==> config.mk <==
export PLATFORM = sky130hd
export DESIGN_NAME = fetch_stage
export DESIGN_NICKNAME = d
export VERILOG_FILES = /design/src/rtl/fetch_stage.sv
export SDC_FILE = /design/constraint.sdc
export NUM_CORES = 1
export LEC_CHECK = 0
export ABC_AREA = 1
export BUFFER_PORTS_ARGS = -buffer_cell sky130_fd_sc_hd__buf_2
export CAP_MARGIN = 10
export CORE_MARGIN = 1
export CORE_UTILIZATION = 53
export CTS_CLUSTER_DIAMETER = 40
export DETAILED_ROUTE_END_ITERATION = 12
export HOLD_SLACK_MARGIN = 0.05
export PLACE_DENSITY = 0.86
export SLEW_MARGIN = 20
export SYNTH_ARGS = -nofsm -noshare
export SYNTH_HDL_FRONTEND = slang
export SYNTH_SLANG_ARGS = --single-unit
==> constraint.sdc <==
create_clock -name clk -period 4.92 [get_ports clk]
set_clock_uncertainty 0.15 [all_clocks]
set_input_delay 0.246 -clock clk [delete_from_list [all_inputs] [get_ports clk]]
set_output_delay 0.246 -clock clk [all_outputs]
set_load 0.05 [all_outputs]
==> src/rtl/fetch_stage.sv <==
// Instruction-fetch stage: owns the PC, addresses the async instruction ROM and
// fills the IF/ID register, handling stall/flush/redirect/halt and fetch faults.
//
// state | meaning
// BOOT  | first cycle after reset release; PC parked at RESET_VECTOR, IF/ID bubble
// RUN   | normal fetch with stall/flush/redirect handling
// HALT  | absorbing; PC and IF/ID frozen, valid low, left only through reset
module fetch_stage #(
  parameter int unsigned       DATA_W       = 32,
  parameter logic [DATA_W-1:0] RESET_VECTOR = 32'h0000_0000,
  parameter int unsigned       ROM_WORDS    = 256,
  parameter logic [DATA_W-1:0] NOP_WORD     = 32'h0000_0000
) (
  input  logic              clk,
  input  logic              rst_n,
  input  logic [DATA_W-1:0] instr_in,
  input  logic              stall,
  input  logic              flush,
  input  logic              branch_taken,
  input  logic [DATA_W-1:0] branch_target,
  input  logic              jump,
  input  logic [DATA_W-1:0] jump_target,
  input  logic              halt_req,
  output logic [DATA_W-1:0] pc_out,
  output logic [DATA_W-1:0] if_id_instr,
  output logic [DATA_W-1:0] if_id_pc4,
  output logic              if_id_valid,
  output logic              fault,
  output logic              halted
);

  typedef enum logic [1:0] {
    ST_BOOT = 2'd0,
    ST_RUN  = 2'd1,
    ST_HALT = 2'd2
  } state_t;

  // One bit wider than the PC so the limit itself is representable.
  localparam logic [DATA_W:0] PC_LIMIT = (DATA_W+1)'(ROM_WORDS * 4);

  state_t            state;
  logic [DATA_W-1:0] pc;
  logic [DATA_W-1:0] pc_plus4;
  logic [DATA_W-1:0] redirect_target;
  logic              redirect;
  logic              misaligned;
  logic              out_of_range;
  logic              fault_event;

  assign pc_out   = pc;
  assign pc_plus4 = pc + DATA_W'(4);

  // The branch is the older instruction, so its target wins over a jump.
  always_comb begin
    redirect        = branch_taken | jump;
    redirect_target = branch_taken ? branch_target : jump_target;
    misaligned      = redirect && (redirect_target[1:0] != 2'b00);
    out_of_range    = ({1'b0, pc} >= PC_LIMIT);
    fault_event     = misaligned | out_of_range;
  end

  always_ff @(posedge clk or negedge rst_n) begin
    if (!rst_n) begin
      state       <= ST_BOOT;
      pc          <= RESET_VECTOR;
      if_id_instr <= NOP_WORD;
      if_id_pc4   <= '0;
      if_id_valid <= 1'b0;
      fault       <= 1'b0;
      halted      <= 1'b0;
    end else begin
      case (state)
        ST_BOOT: begin
          state       <= ST_RUN;
          if_id_instr <= NOP_WORD;
          if_id_valid <= 1'b0;
        end
        ST_RUN: begin
          if (halt_req || fault_event) begin
            state       <= ST_HALT;
            halted      <= 1'b1;
            if_id_valid <= 1'b0;
            if (fault_event) fault <= 1'b1;
            // A word fetched from beyond the ROM is never exposed downstream.
            if (out_of_range) if_id_instr <= NOP_WORD;
          end else if (redirect) begin
            pc          <= redirect_target;
            if_id_instr <= NOP_WORD;
            if_id_valid <= 1'b0;
          end else if (flush) begin
            if_id_instr <= NOP_WORD;
            if_id_valid <= 1'b0;
            if (!stall) pc <= pc_plus4;
          end else if (!stall) begin
            pc          <= pc_plus4;
            if_id_instr <= instr_in;
            if_id_pc4   <= pc_plus4;
            if_id_valid <= 1'b1;
          end
        end
        ST_HALT: begin
          halted      <= 1'b1;
          if_id_valid <= 1'b0;
        end
        default: begin
          state       <= ST_HALT;
          halted      <= 1'b1;
          if_id_valid <= 1'b0;
        end
      endcase
    end
  end

endmodule

Word-level counts from Yosys, hierarchy flattened
Index checks and enable logic that the tools add are counted.
{"block": "op_classes", "addsub": 1, "n_lt_le_gt_ge": 1, "eq_ne": 6, "mux": 18, "bitwise": 8, "reduce_logical": 11}
{"cell": "2-to-1 mux 32 bit", "n": 8}
{"cell": "one-hot mux 32 bit (2 select lines)", "n": 1}
{"cell": "adder 32 x 3 -> 32 bit, second input constant", "n": 1}
{"cell": "greater-or-equal comparator 32 x 11 -> 1 bit, second input constant", "n": 1}
{"cell": "AND reduction 3 bit", "n": 3}
{"cell": "2-to-1 mux 1 bit", "n": 6}
{"cell": "inverter 1 bit", "n": 6}
{"cell": "one-hot mux 2 bit (3 select lines)", "n": 1}
{"cell": "inequality test 5 bit, second input constant", "n": 1}
{"cell": "AND reduction 5 bit", "n": 1}
{"cell": "AND reduction 2 bit", "n": 2}
{"cell": "nonzero test 2 bit", "n": 2}
{"cell": "inequality test 3 bit, second input constant", "n": 1}
{"cell": "equality test 2 x 1 -> 1 bit, second input constant", "n": 1}
{"cell": "equality test 2 bit, second input constant", "n": 1}
{"cell": "zero test 2 bit", "n": 1}
{"cell": "2-to-1 mux 2 bit", "n": 1}
{"cell": "inequality test 2 x 1 -> 1 bit, second input constant", "n": 1}
{"cell": "inequality test 2 bit, second input constant", "n": 1}
{"cell": "OR 1 bit", "n": 2}
{"cell": "one-hot mux 1 bit (2 select lines)", "n": 1}
{"cell": "logical AND 1 bit", "n": 1}
{"cell": "logical OR 1 bit", "n": 1}
{"block": "totals", "regBits": 101, "input_bits": 103, "output_inout_bits": 99, "wordCells": 52}

Logic depth before layout (Yosys ltp)
{"block": "depth", "depth_word": 7, "mapped_depth": 13, "mapped_depth_nobuf": 12}

Worst setup path after synthesis
Ideal clock, no wire load.
{"block": "synth_timing", "path_kind": "reg-to-reg", "startpoint": "reg pc[2], in the netlist pc_out[2]", "endpoint": "reg pc[20], in the netlist pc_out[20]", "setup_ps": 119, "arrival_ps": 1984, "required_ps": 4651, "slack_ps": 2667, "path_stages_with_launch": 11, "n_path_buf": 0, "synth_period_minus_slack_ps": 2253, "path_cell_list": "dfrtp_1 ha_1 nand3_1 nor2_1 nand2_1 nor2_1 nand3_1 nand3_1 nand2_1 nand2_1 nand2_1"}
{"block": "synth_between", "elab_chain_cells": 5, "word_cells_on_any_way": 8, "classes_between": "add/sub: 1; order compare: 1; mux: 2; bitwise: 2; reduce/logical: 2"}
{"element": "start, declared", "line_no": "42", "text": "logic [DATA_W-1:0] pc;"}
{"element": "start signal, assigned", "line_no": "87", "text": "pc <= redirect_target;"}
{"element": "start signal, assigned", "line_no": "93", "text": "if (!stall) pc <= pc_plus4;"}
{"element": "start signal, assigned", "line_no": "95", "text": "pc <= pc_plus4;"}
{"element": "greater-or-equal comparator 32 x 11 -> 1 bit", "line_no": "58", "text": "out_of_range = ({1'b0, pc} >= PC_LIMIT);"}
{"element": "OR 1 bit", "line_no": "59", "text": "fault_event = misaligned | out_of_range;"}
{"element": "logical OR 1 bit", "line_no": "79", "text": "if (halt_req || fault_event) begin"}
{"element": "inverter 1 bit (no line)"}
{"element": "AND reduction 3 bit (no line)"}
Several ways; a longest one is shown, not always the timed one. The select of a mux whose other input is x is not followed.
A chain may end at the register's enable or synchronous reset.

Worst setup path in the final report
{"block": "layout_timing", "startpoint": "reg pc[24], in the netlist pc_out[24]", "endpoint": "reg if_id_pc4[26]"}
{"block": "layout_between", "elab_chain_cells": 5, "word_cells_on_any_way": 6, "classes_between": "add/sub: 1; order compare: 1; bitwise: 2; reduce/logical: 2"}
{"element": "greater-or-equal comparator 32 x 11 -> 1 bit", "line_no": "58"}
{"element": "OR 1 bit", "line_no": "59"}
{"element": "logical OR 1 bit", "line_no": "79"}
{"element": "inverter 1 bit (no line)"}
{"element": "AND reduction 5 bit (no line)"}
{"element": "end signal, assigned", "line_no": "97", "text": "if_id_pc4 <= pc_plus4;"}
{"element": "end, declared", "line_no": "26", "text": "output logic [DATA_W-1:0] if_id_pc4,"}
Several ways; a longest one is shown, not always the timed one.

==> run summary <==
For the final routed database, the setup TNS stands at 0 ns. Gates resized during post-CTS repair numbered 0. Setup violations remaining at the end of the flow were counted as 0. The count of standard-cell rows was 36.

After detailed routing, the number of vias per cell comes to 5.17. Yosys mapped the design onto 31 distinct sky130hd cell types. The path depth of the worst reg2reg path works out to 10.

The cell area after technology mapping is 5290 µm², and the number of DRC markers after the initial detailed-route iteration is 284. In the final layout, flip-flops and latches occupy 2530 µm². The library cells used most frequently in the layout, excluding fill and tap cells, are nand2_1, buf_2, dfrtp_1. TritonCTS built the clock tree. The average instance in the mapped netlist occupies 7.36 µm².

After layout, the worst path uses 57.8% of the clock period. After floorplanning, the core was sized to cover 9730 µm². The flow ran to the end, and the final reports show no timing, DRC or antenna violations. The area growth from synthesis to layout is 35.4%. The run gives 59 as the largest net degree at the start of global routing.

The number of buffers and inverters on the critical path is 1. The detail route stage leaves a number of antenna-violating nets equal to 0. STA classifies the critical path startpoint as a register. The synthesized netlist cell count is 718. The detailed router placed 5714 vias in this run. The wire length reported by the detailed router is 16.4 mm. The tools report the total I/O pin count as 202. The Yosys step of the flow raised 0 warnings. The die width was 102 µm; the arrival time of data at the critical path endpoint was 2.95 ns. The worst hold path belongs to the class input port to register. Cell type of the slowest stage on the worst timing path: nor2_8. The synthesis-stage register bit count was 101; the total of max-cap violations was 0. The terminus of the critical flop-to-flop path is if_id_pc4[26]. The tree built by TritonCTS fans out to 101 sinks.

On the critical path the largest part of the delay comes from simple AND/OR/NAND/NOR gates. Global routing finished with a remaining overflow of 0. Number of buffers added by the clock tree synthesis step: 9. The smallest clock period supported by the final layout is computed as 2.84 ns. When the netlist entered floorplanning its net count stood at 823. The die covers 10400 µm². Sequential elements use 47.8% of the synthesized area. The slack of the worst reg-to-reg path came out at 2.08 ns.

The critical path in this run is classified as register to register. For the final count of pins violating max slew, the log shows 0. The total leakage power was 4.30 nW. Traced cell by cell, the critical path runs through nor2_1 -> nand2_1 -> nor2_1 -> nand3_1 -> nor2_2 -> nand3_2 -> nor2_8 -> nand2_4 -> nand2_1 -> inv_1. In this run the clock root is driven by a clkbuf_8. The number of hold violations in the final report is 0. IR analysis of the VDD net gives a maximum drop of 139 µV. For the cts-stage hold buffer count, the log shows 65. By area the synthesized netlist is led by dfrtp_1, nand2_1, nand3_1, inv_1, nor2_1. The library cell used most frequently in the layout, excluding fill and tap cells, is nand2_1. Across all hold checks on the routed design, the worst slack comes to 0.0506 ns. The startpoint identified for the worst hold timing path is branch_target[30]. The cell type contributing the most total cell area after synthesis is dfrtp_1. Cells with a size suffix above 1 make up 23.6% of the layout. The antenna cell count was 0. STA puts the critical path data required time at 5.03 ns.

At the pin with the least slew margin, the transition time is 1.04 ns. For this run, the slowest stage of the critical path takes 0.51 ns. The routed length per placed instance was 14.8 µm; the number of antenna violations at the first check in global routing was 0. The worst hold path was traced through 5 stages. The max-slew headroom at the worst pin is 30.5%, and the total setup buffers inserted after CTS is 0. For this configuration, the core starts out at a cell density of 54.3%. The clock-pin slew reported for the worst setup and hold paths after clock tree synthesis works out to 0.11 ns. The first global-routing pass estimated 25.5 mm of wire.

The worst setup path is captured at a register. The die is 102 µm tall. The net total in the final layout was 1073; the highest net fanout along the worst path was 45. Routability-driven placement finished with a final weighted congestion of 0.948.

The number of detailed-routing iterations run before antenna repair was 5; the power density over cell area was 213 nW/µm². Power comes to 1.52 mW. The maximum level of the CTS H-tree is 3. The tools report the critical register-to-register path startpoint as pc_out[24]. For the worst-skew pair, the clock arrives at the later sink with an insertion delay of 0.37 ns. The area fraction of the dominant cell type after synthesis is 47.8%, and the post-detailed-route DRC marker count is 0.

Counting the fill cells in the layout gives 728. Timing would allow up to 352 MHz. In the final layout, the multi-input gates occupy 2330 µm².

In the global route stage, overall resource usage came out at 32.1%. The path with the worst hold slack has its endpoint at pc_out[30]. The tools report the via count of the first global-routing pass as 5420. The clock tree buffer depth is 2, and the number of input and output port buffers inserted is 201. Detailed placement finished with a half-perimeter wire length of 10.5 mm. Setup repair after global routing left no endpoint under its margin.
## report_power, final
group	internal, mW	switching [mW]	total [mW]
Combinational	0.0827	0.0772	0.160
Clock	0.212	0.322	0.535
Sequential	0.830	0	0.830
Total	1.12	0.400	1.52
## per-stage QoR
step	instance area (µm²)	setup slack, ns	cells	util, %
finish	7160	2.08	1106	73.6
global route	7160	1.86	1106	73.6
CTS	7160	2.08	1106	73.6
detailed placement	6310	1.87	1025	64.8
floorplan	5290	2.67	718	-
global placement	6310	1.97	1025	64.8
## state kept, by name, summed over array words and instances (netlist names)
register and flops:
if_id_valid 1, pc_out 32, fault 1, halted 1
if_id_pc4 32, if_id_instr 32, state 2
## cell type report
type | instances | area share, %
Tap cell | 133 | 2.32
Clock buffer | 10 | 1.92
Inverter | 68 | 3.57
Timing Repair Buffer | 268 | 23.4
Multi-Input combinational cell | 520 | 32.6
Sequential cell | 101 | 35.3
Clock inverter | 6 | 0.891
## how the worst max path moves through the flow
stage | start | endpoint | slack [ns] | cells after the start
after floorplan | pc_out[2] | pc_out[20] | 2.67 | 10
after global placement | branch_taken | if_id_pc4[0] | 1.97 | 11
after detailed placement | branch_taken | if_id_pc4[6] | 1.87 | 11
after CTS | pc_out[24] | if_id_pc4[6] | 2.08 | 10
after global routing | pc_out[27] | if_id_pc4[8] | 1.86 | 10
final | pc_out[24] | if_id_pc4[26] | 2.08 | 10
## cell families (layout without fill, tap and decap cells)
| logic type | count (synthesis) | count (layout) | synth area share (%) |
|---|---|---|---|
| compound gates | 39 | 39 | 5.23 |
| xor+xnor | 14 | 14 | 2.32 |
| fa+ha+maj | 2 | 2 | 0.473 |
| buf+inv | 97 | 352 | 8.05 |
| flops | 101 | 101 | 47.8 |
| simple gates | 465 | 465 | 36.1 |
## layer usage
metal | share of wire [%] | vias up | track usage [%] | routed length, µm
met4 | 2.8 | 0 | 13.8 | 462
met2 | 49 | 320 | 54.5 | 8050
met1 | 39 | 2616 | 39.2 | 6440
li1 | - | 2734 | - | -
met5 | 0 | - | 0 | 0
met3 | 8.7 | 44 | 7.87 | 1420
## worst register-to-register path, stage by stage (launching register included)
cell and delay (ns):
dfrtp_1 0.48, nor2_1 0.13, nand2_1 0.05, nor2_1 0.23
nand3_1 0.23, nor2_2 0.20, nand3_2 0.18, nor2_8 0.51
nand2_4 0.35, nand2_1 0.17, inv_1 0.06
## cells in the mapped netlist
cell type and count:
dfrtp_1 101, xnor2_1 2, a21oi_2 1, clkbuf_1 13, nand2_2 2, inv_2 2
o21ai_1 1, o21ai_0 5, xor2_1 12, o21bai_1 1, nand3_2 1, buf_1 2
a21oi_1 1, nor2_8 2, inv_1 66, nand2_1 321, nor2_2 1, o211ai_1 3
nor2_1 54, or2_2 1, o31ai_1 1, nand3_1 67, or2_1 1, buf_6 3
buf_2 1, buf_4 10, ha_1 2, a22oi_1 26, nand2_4 1, nand3b_1 2
nor3_1 12
Power figures use the tool's default switching activity.
